**config.mk**
```make
export PLATFORM = sky130hd
export DESIGN_NAME = io_input_conditioner
export DESIGN_NICKNAME = d
export VERILOG_FILES = /design/src/rtl/io_input_conditioner.sv
export SDC_FILE = /design/constraint.sdc
export NUM_CORES = 1
export LEC_CHECK = 0
export ABC_AREA = 1
export BUFFER_PORTS_ARGS = -buffer_cell sky130_fd_sc_hd__clkbuf_2
export CELL_PAD_IN_SITES_DETAIL_PLACEMENT = 1
export CELL_PAD_IN_SITES_GLOBAL_PLACEMENT = 2
export CORE_MARGIN = 5
export CORE_UTILIZATION = 38
export CTS_CLUSTER_SIZE = 24
export DETAILED_ROUTE_END_ITERATION = 16
export PLACE_DENSITY = 0.91
export SKIP_LAST_GASP = 1
export SYNTH_ARGS = -nofsm -noshare
export SYNTH_HDL_FRONTEND = slang
export SYNTH_SLANG_ARGS = --single-unit
```
**constraint.sdc**
```tcl
create_clock -name i_clk -period 2.1 [get_ports i_clk]
set_input_delay 0.315 -clock i_clk [delete_from_list [all_inputs] [get_ports i_clk]]
set_output_delay 0.315 -clock i_clk [all_outputs]
set_load 0.01 [all_outputs]
```
**src/rtl/io_input_conditioner.sv**
```systemverilog
// Synchronises raw buttons/switches, debounces buttons (press/release pulses, SYNC_STAGES+DEBOUNCE_CYCLES edges).
// IO_SW_DEBOUNCE_EN: switches also debounced with the same FSM (no switch pulses); otherwise sync-only.
module io_input_conditioner #(
  parameter int NUM_BTN         = 4,
  parameter int NUM_SW          = 32,
  parameter int SYNC_STAGES     = 2,
  parameter int DEBOUNCE_CYCLES = 16
) (
  input  logic               i_clk,
  input  logic               i_rst_n,
  input  logic [NUM_BTN-1:0] i_io_btn,
  input  logic [NUM_SW-1:0]  i_io_sw,
  output logic [NUM_BTN-1:0] o_io_btn,
  output logic [NUM_SW-1:0]  o_io_sw,
  output logic [NUM_BTN-1:0] o_btn_press,
  output logic [NUM_BTN-1:0] o_btn_release
);

  localparam int CW = $clog2(DEBOUNCE_CYCLES + 1);
  localparam logic [CW-1:0] CNT_ONE  = CW'(1);
  localparam logic [CW-1:0] CNT_LAST = CW'(DEBOUNCE_CYCLES - 1);

  localparam logic [1:0] STABLE_HI = 2'd0;
  localparam logic [1:0] WAIT_LO   = 2'd1;
  localparam logic [1:0] STABLE_LO = 2'd2;
  localparam logic [1:0] WAIT_HI   = 2'd3;

  // Index 0 is the first capture flop; index SYNC_STAGES-1 is the safe output.
  logic [SYNC_STAGES-1:0][NUM_BTN-1:0] btn_sync;
  logic [SYNC_STAGES-1:0][NUM_SW-1:0]  sw_sync;

  always_ff @(posedge i_clk or negedge i_rst_n) begin
    if (!i_rst_n) begin
      btn_sync <= '1;
      sw_sync  <= '0;
    end else begin
      btn_sync <= {btn_sync[SYNC_STAGES-2:0], i_io_btn};
      sw_sync  <= {sw_sync[SYNC_STAGES-2:0], i_io_sw};
    end
  end

  for (genvar b = 0; b < NUM_BTN; b++) begin : g_btn
    logic [1:0]    state;
    logic [CW-1:0] cnt;
    logic          level;
    logic          press;
    logic          rel;
    logic          s;

    assign s = btn_sync[SYNC_STAGES-1][b];

    always_ff @(posedge i_clk or negedge i_rst_n) begin
      if (!i_rst_n) begin
        state <= STABLE_HI;
        cnt   <= '0;
        level <= 1'b1;
        press <= 1'b0;
        rel   <= 1'b0;
      end else begin
        press <= 1'b0;
        rel   <= 1'b0;
        case (state)
          STABLE_HI: begin
            if (!s) begin
              state <= WAIT_LO;
              cnt   <= CNT_ONE;
            end
          end
          WAIT_LO: begin
            if (s) begin
              state <= STABLE_HI;
              cnt   <= '0;
            end else if (cnt == CNT_LAST) begin
              state <= STABLE_LO;
              cnt   <= '0;
              level <= 1'b0;
              press <= 1'b1;
            end else begin
              cnt <= cnt + CNT_ONE;
            end
          end
          STABLE_LO: begin
            if (s) begin
              state <= WAIT_HI;
              cnt   <= CNT_ONE;
            end
          end
          default: begin
            if (!s) begin
              state <= STABLE_LO;
              cnt   <= '0;
            end else if (cnt == CNT_LAST) begin
              state <= STABLE_HI;
              cnt   <= '0;
              level <= 1'b1;
              rel   <= 1'b1;
            end else begin
              cnt <= cnt + CNT_ONE;
            end
          end
        endcase
      end
    end

    assign o_io_btn[b]      = level;
    assign o_btn_press[b]   = press;
    assign o_btn_release[b] = rel;
  end

`ifdef IO_SW_DEBOUNCE_EN
  // Same debounce FSM as the buttons, but idle-low and without pulses.
  for (genvar w = 0; w < NUM_SW; w++) begin : g_sw
    logic [1:0]    state;
    logic [CW-1:0] cnt;
    logic          level;
    logic          s;

    assign s = sw_sync[SYNC_STAGES-1][w];

    always_ff @(posedge i_clk or negedge i_rst_n) begin
      if (!i_rst_n) begin
        state <= STABLE_LO;
        cnt   <= '0;
        level <= 1'b0;
      end else begin
        case (state)
          STABLE_HI: begin
            if (!s) begin
              state <= WAIT_LO;
              cnt   <= CNT_ONE;
            end
          end
          WAIT_LO: begin
            if (s) begin
              state <= STABLE_HI;
              cnt   <= '0;
            end else if (cnt == CNT_LAST) begin
              state <= STABLE_LO;
              cnt   <= '0;
              level <= 1'b0;
            end else begin
              cnt <= cnt + CNT_ONE;
            end
          end
          STABLE_LO: begin
            if (s) begin
              state <= WAIT_HI;
              cnt   <= CNT_ONE;
            end
          end
          default: begin
            if (!s) begin
              state <= STABLE_LO;
              cnt   <= '0;
            end else if (cnt == CNT_LAST) begin
              state <= STABLE_HI;
              cnt   <= '0;
              level <= 1'b1;
            end else begin
              cnt <= cnt + CNT_ONE;
            end
          end
        endcase
      end
    end

    assign o_io_sw[w] = level;
  end
`else
  assign o_io_sw = sw_sync[SYNC_STAGES-1];
`endif

endmodule

```
# Word-level counts from Yosys, hierarchy flattened
# Cells that the tools add are included.
[totals]
reg_bits = 112
output_inout_bits = 44
inputBits = 38
elab_cells = 184
[op_classes]
n_mux = 92
n_eq_ne = 32
addsub = 4
bitwise = 4
reduce_logical = 28
[ops]
columns = ["op", "n"]
rows = [
  ["2-to-1 mux 5 bit", 20],
  ["case mux 5 bit (3 select lines)", 4],
  ["2-to-1 mux 2 bit", 24],
  ["2-to-1 mux 1 bit", 36],
  ["AND reduction 4 bit", 8],
  ["!= test 2 bit, second input constant", 12],
  ["case mux 2 bit (3 select lines)", 4],
  ["adder 5 x 1 -> 5 bit, second input constant", 4],
  ["== test 5 x 4 -> 1 bit, second input constant", 4],
  ["!= test 4 x 1 -> 1 bit, second input constant", 4],
  ["!= test 3 bit, second input constant", 4],
  ["OR reduction 3 bit", 4],
  ["== test 2 x 1 -> 1 bit, second input constant", 4],
  ["== test 2 bit, second input constant", 4],
  ["zero test 2 bit", 4],
  ["case mux 1 bit (2 select lines)", 4],
  ["AND reduction 2 bit", 4],
  ["nonzero test 2 bit", 4],
  ["OR reduction 2 bit", 4],
  ["inverter 1 bit", 4],
]

# Longest topological paths before layout
# Gate-level depths: netlist (run 1).
[depth]
word_depth = 4
depth_mapped = 10
depth_no_buf = 9

# Worst setup path before layout (run 1)
# No wires, ideal clock.
[synth_timing]
path_type = "register -> register"
start = "reg g_btn[0].state[0]"
end = "reg g_btn[0].cnt[3]"
synth_period_minus_slack_ps = 1339
slack_ps = 761
path_stages_with_launch = 8
setup_time_ps = 122
required_time_ps = 1978
arrival_time_ps = 1217
cell_sequence = "dfrtp_1 inv_1 ha_1 o21ai_2 buf_6 nand3_1 nand2_1 nor2_1"
[synth_between]
elab_chain_len = 3
elab_cells_between_ends = 7
classes_between = "eq/ne (4); mux (1); reduce/logical (2)"
[synth_rtl]
columns = ["element", "line", "source"]
rows = [
  ["from (decl)", "43", "logic [1:0] state;"],
  ["from (signal assigned)", "54", "state <= STABLE_HI;"],
  ["from (signal assigned)", "65", "state <= WAIT_LO;"],
  ["from (signal assigned)", "71", "state <= STABLE_HI;"],
  ["== test 2 bit or zero test 2 bit (tied branches)", "62", "case (state)"],
  ["!= test 2 bit (no line)", "-", ""],
  ["AND reduction 2 bit (no line)", "-", ""],
  ["to (signal assigned)", "79", "cnt <= cnt + CNT_ONE;"],
  ["to (signal assigned)", "98", "cnt <= cnt + CNT_ONE;"],
  ["to (decl)", "44", "logic [CW-1:0] cnt;"],
]
# Several ways; a longest one is shown, not always the timed one.
# A chain may end at the register's enable or synchronous reset.

# Worst setup path in the final report (run 1)
[layout_timing]
start = "reg g_btn[3].state[0]"
end = "reg g_btn[3].cnt[3]"
[layout_between]
elab_chain_len = 3
elab_cells_between_ends = 7
classes_between = "eq/ne (4); mux (1); reduce/logical (2)"
[layout_rtl]
columns = ["element", "line"]
rows = [
  ["from (decl)", "43"],
  ["from (signal assigned)", "54"],
  ["from (signal assigned)", "65"],
  ["from (signal assigned)", "71"],
  ["== test 2 bit or zero test 2 bit (tied branches)", "62"],
  ["!= test 2 bit (no line)", "-"],
  ["AND reduction 2 bit (no line)", "-"],
  ["to (signal assigned)", "79"],
  ["to (signal assigned)", "98"],
  ["to (decl)", "44"],
]
# Several ways; a longest one is shown, not always the timed one.

==> results of run 1 <==
## stage by stage
step | area [um^2] | hold WS (ns)
after floorplan | 4548 | 0.01941
after global placement | 4805 | 0.2819
after detailed placement | 4805 | 0.2866
after CTS | 5137 | 0.02779
after global routing | 5137 | 0.02030
final | 5137 | 0.04481
## synth_stat cells, drive strengths merged
master / n / area, um^2
nand4: 4 / 25.02
o21ai: 32 / 186.4
nor3: 3 / 15.01
inv: 56 / 210.2
dfrtp: 100 / 2502
nand3: 24 / 120.1
a21boi: 3 / 22.52
a21o: 1 / 7.510
ha: 24 / 300.3
xor2: 4 / 35.03
dfstp: 12 / 315.3
buf: 48 / 375.4
nand2: 79 / 299.0
a21oi: 8 / 40.04
nor2: 25 / 93.84
## state kept, by name, indices dropped and copies added (netlist names), named ones only
| signal | cells |
|---|---|
| o_io_sw | 32 |
| sw_sync | 32 |
| g_btn.cnt | 20 |
| btn_sync | 8 |
| g_btn.level | 4 |
| g_btn.press | 4 |
| g_btn.rel | 4 |
| g_btn.state | 4 |
## report_power, final
| part | internal (uW) | leakage, uW | switching, uW |
|---|---|---|---|
| sequential | 2410 | 0.00135 | 222 |
| combinational | 534 | 0.00120 | 946 |
| clock | 1080 | 0.000153 | 759 |
| total | 4030 | 0.00270 | 1930 |
## final timing paths
check | cells past startpoint | from | to | slack (ns)
worst max register to register | 5 | g_btn[3].state[0] | g_btn[3].cnt[3] | 0.41
worst min-delay path | 1 | i_io_btn[1] | btn_sync[1] | 0.04
worst max-delay path | 5 | g_btn[3].state[0] | g_btn[3].cnt[3] | 0.41
max in group asynchronous | 3 | i_rst_n | g_btn[2].level | 1.01
worst min register to register | 0 | sw_sync[26] | o_io_sw[26] | 0.35
min in group asynchronous | 2 | i_rst_n | o_io_sw[2] | 0.43
## layout make-up
type / instances / area, um^2 / share of cell area, %
clock buffers: 12 / 246.5 / 4.798
multi-input cells: 207 / 1145 / 22.28
inverters: 56 / 210.2 / 4.092
flip-flops and latches: 112 / 2818 / 54.85
well taps: 147 / 183.9 / 3.580
repair buffers: 84 / 457.9 / 8.914
clock inverters: 4 / 76.32 / 1.486
## per-layer routing
metal  up-vias  track usage [%]
met3        10            4.938
met2        62            22.11
met5         -                0
li1       1360                -
met1      1371            16.51
met4         2            5.154
## cell families after synthesis
| group | share of synthesized area (%) |
|---|---|
| buffers and inverters | 12.87 |
| xor gates and xnor gates | 0.7702 |
| AOI/OAI and AO/OA | 5.640 |
| DFF | 61.95 |
| adders and majority gates | 6.603 |
| and+or+nand+nor | 12.16 |
==> flow_summary.toml, run 1 <==
[status]
status = "completed"

[hold_path]
holdCritPathClass = "input port to flop"

[power_and_ir_drop]
ir_worst_vdd_uv = 514.6
finalPower_uw = 5959
powerDensity_nw_per_um2 = 1160
leakagePower_uw = 0.002701

[sta]
hold_violations = 0
worstMarginPinSlew_ns = 0.5079
layout_setup_ws_ns = 0.4068
fmax_mhz = 590.6
finalCritPeriodShare_pct = 80.63
rsz0062_at_grt = "no"
min_period_ns = 1.693
slew_headroom_pct = 66.13
fin_setup_tns_ns = 0
skew_ns = 0.007030
maxSlewViolCount = 0
setup_viol = 0

[routing]
wl_mm = 8.845
ant_nets = 0
vias = 2805
dr.pass1.iters = 4
top_layer_used = "met5"
drt_iter0_drc = 99
wl_met2_mm = 4.307
met1_length_mm = 3.836
vias_per_cell = 4.510
drc_errors = 0
wl_per_cell_um = 14.22
dr_wl_met3_um = 531

[worst_setup_path]
crit_chain = "inv_1 -> ha_1 -> o21ai_2 -> a21boi_0 -> nor2_1"
crit_family = "compound AO/OA/AOI/OAI gates"
setup.worst_path.end_class = "flop"
crit_path_start_kind = "flop"
slowest_stage = "dfrtp_1"
arrival_ns = 1.93
slowest_delay_ns = 0.47
path_max_fanout = 13
cp_data_required_time_ns = 2.34
path_class = "flop to flop"
crit_buf_inv = 1

[cts]
clock_sinks = 112
clkTransAtPathRegs_ns = 0.07
cts_buffers = 9
hold_buffers = 1
ctsHtreeMaxLevel = 3
post_cts_buffers = 0
insertion_delay_ns = 0.35
cts_tree = "built"
ctsResizeCount = 0
cts_root_buffer = "clkbuf_16"
cts_buffer_depth = 2

[cells_and_area]
antenna_cells = 0
fin_util_pct = 43.31
drive_above_1_share_pct = 24.63
fin_cells = 622
final_cell_mix = "dfrtp_1 (100), clkbuf_2 (80), nand2_1 (78), inv_1 (56), nor2_1 (25)"
fillers = 1315
final_common_cell = "dfrtp_1"
area_delta_synth_final_pct = 12.96
final_nets = 532

[die]
fp-row-count = 40
die_w_um = 119.4
die_h_um = 119.4
dieArea_um2 = 14260
initial_utilization_pct = 38.34
core_area_um2 = 11860
ios = 82

[grt]
antenna_found_initial = 1
grt.overflow.total = 0
grt_pass1_wl_mm = 15.31
track_usage_pct = 13.58
grt_pass1_vias = 3133
grt_max_degree = 48

[synth]
netlist_area_um2 = 4548
synth_warnings = 0
synth_nets = 485
synth_cells = 423
ys_seq_elements = 112
yosysUniqueCellTypes = 19
postSynthAreaPerCell_um2 = 10.75
synth_seq_area_share_pct = 61.95

[placement]
dp_slack_ns = 0.4097
port_buffers = 81
dp_cells = 605
gp_congestion = 0.7970
dp_hpwl_mm = 6.658

[run]
drv_cap = 0
No activity file was read; power rests on OpenSTA's default activity.
==> inputs of run 2 (changes only) <==
- CORE_UTILIZATION: 38 -> 35
- PLACE_DENSITY: 0.91 -> 0.85
- clock period: 2.1 -> 1.7 ns (I/O delays scaled with it)
==> run 2 against run 1 <==
Power grew 23%; combinational power up 36%; register-to-register slack worse by 0.24 ns; clock power is 15% higher; fmax increased by 11%; critical path type unchanged; critical endpoint unchanged; highest routed layer is now met4.
==> flow_summary.toml, run 2 (same netlist as run 1, synthesis figures left out) <==
[status]
status = "completed"

[worst_setup_path]
r2r_setup_slack_ns = 0.17
reg2regPathDepth = 8
r2r_end = "g_btn[3].cnt[3]"
crit_top_cell = "inv_1"
crit_chain = "inv_1 -> ha_1 -> inv_1 -> nand2_1 -> o21ai_2 -> buf_4 -> a21boi_0 -> nor2_1"
cp_data_required_time_ns = 1.94
path_class = "flop to flop"
crit_family = "flip-flops"
crit_buf_inv = 3
path_max_fanout = 13
setup.worst_path.end_class = "flop"
slowest_stage = "dfrtp_1"
regToRegStartpoint = "g_btn[3].state[0]"
arrival_ns = 1.77
crit_path_start_kind = "flop"
slowest_delay_ns = 0.47

[hold_path]
hold_end = "sw_sync[18]"
hp-start = "i_io_sw[18]"
holdCritPathClass = "input port to flop"
hold_depth = 1

[grt]
grt_max_degree = 48
grt.overflow.total = 0
antenna_found_initial = 2
grt_pass1_vias = 3186
track_usage_pct = 13.18
grt_pass1_wl_mm = 15.54

[sta]
skew_ns = 0.005397
maxSlewViolCount = 0
finalCritPeriodShare_pct = 90.09
setup_viol = 0
min_period_ns = 1.532
rsz0062_at_grt = "no"
slew_headroom_pct = 69.20
worstMarginPinSlew_ns = 0.4619
fmax_mhz = 652.9
whs_ns = 0.01485
fin_setup_tns_ns = 0
hold_violations = 0

[die]
fp-row-count = 41
ios = 82
die_w_um = 124.0
initial_utilization_pct = 35.89
core_area_um2 = 12670
dieArea_um2 = 15370
die_h_um = 124.0

[cts]
ctsResizeCount = 0
cts_root_buffer = "clkbuf_16"
insertion_delay_ns = 0.35
post_cts_buffers = 0
cts_buffer_depth = 2
clock_sinks = 112
cts_buffers = 9
ctsHtreeMaxLevel = 3
cts_tree = "built"
hold_buffers = 29
clkTransAtPathRegs_ns = 0.07

[cells_and_area]
fillers = 1417
final_nets = 572
final_cell_mix = "dfrtp_1 (100), clkbuf_2 (80), nand2_1 (78), inv_1 (56), dlygate4sd3_1 (34)"
final_common_cell = "dfrtp_1"
multi_input_area_um2 = 1145
area_delta_synth_final_pct = 21.57
fin_cells = 689
regArea_um2 = 2818
fin_util_pct = 43.64
drive_above_1_share_pct = 24.47

[run]
drv_cap = 0

[routing]
wl_mm = 9.278
wl_per_cell_um = 13.47
vias_per_cell = 4.235
drc_errors = 0
vias = 2918
dr.pass1.iters = 4
ant_nets = 0
drt_iter0_drc = 108

[placement]
gp_congestion = 0.7423
dp_hpwl_mm = 6.569
dp_cells = 637
port_buffers = 81

[power_and_ir_drop]
powerDensity_nw_per_um2 = 1331
leakagePower_uw = 0.002865
ir_worst_vdd_uv = 635.4
run 2: how the worst max path moves through the flow:
stage | start | endpoint | slack, ns | cells past startpoint
floorplan | g_btn[0].state[0] | g_btn[0].cnt[3] | 0.36 | 7
global placement | g_btn[3].state[0] | g_btn[3].cnt[3] | 0.28 | 8
detailed placement | g_btn[1].state[0] | g_btn[1].level | 0.16 | 5
CTS | g_btn[3].state[0] | g_btn[3].cnt[3] | 0.17 | 8
global route | flop | g_btn[0].cnt[3] | 0.01 | 8
finish | g_btn[3].state[0] | g_btn[3].cnt[3] | 0.17 | 8
run 2: per-layer routing:
metal / global-route usage, % / routed length (um) / vias up
li1: - / - / 1447
met3: 4.405 / 464 / 10
met4: 4.517 / 141 / 0
met1: 15.82 / 3942 / 1410
met5: 0 / 0 / -
met2: 22.24 / 4729 / 51
run 2: metrics by stage:
step	setup slack, ns	total power, uW	cell area, um^2
after floorplan	0.3614	4694	4548
after global placement	0.2812	5130	4888
after detailed placement	0.1642	5252	4888
after CTS	0.1688	7465	5474
after global routing	0.009537	7966	5529
final	0.1684	7358	5529
run 2: cell type report:
type                            count  area share [%]
Clock buffer                        9           4.073
Antenna cell                        2         0.09052
Clock inverter                      7           1.267
Sequential cell                   112           50.96
Multi-Input combinational cell    207           20.71
Inverter                           56           3.802
Timing Repair Buffer              124           15.21
Tap cell                          172           3.892
run 2: power by group:
group | switching (uW) | leakage [uW] | internal (uW) | total, uW
Clock | 970 | 0.000146 | 1150 | 2120
Combinational | 1220 | 0.00137 | 792 | 2010
Sequential | 251 | 0.00135 | 2980 | 3230
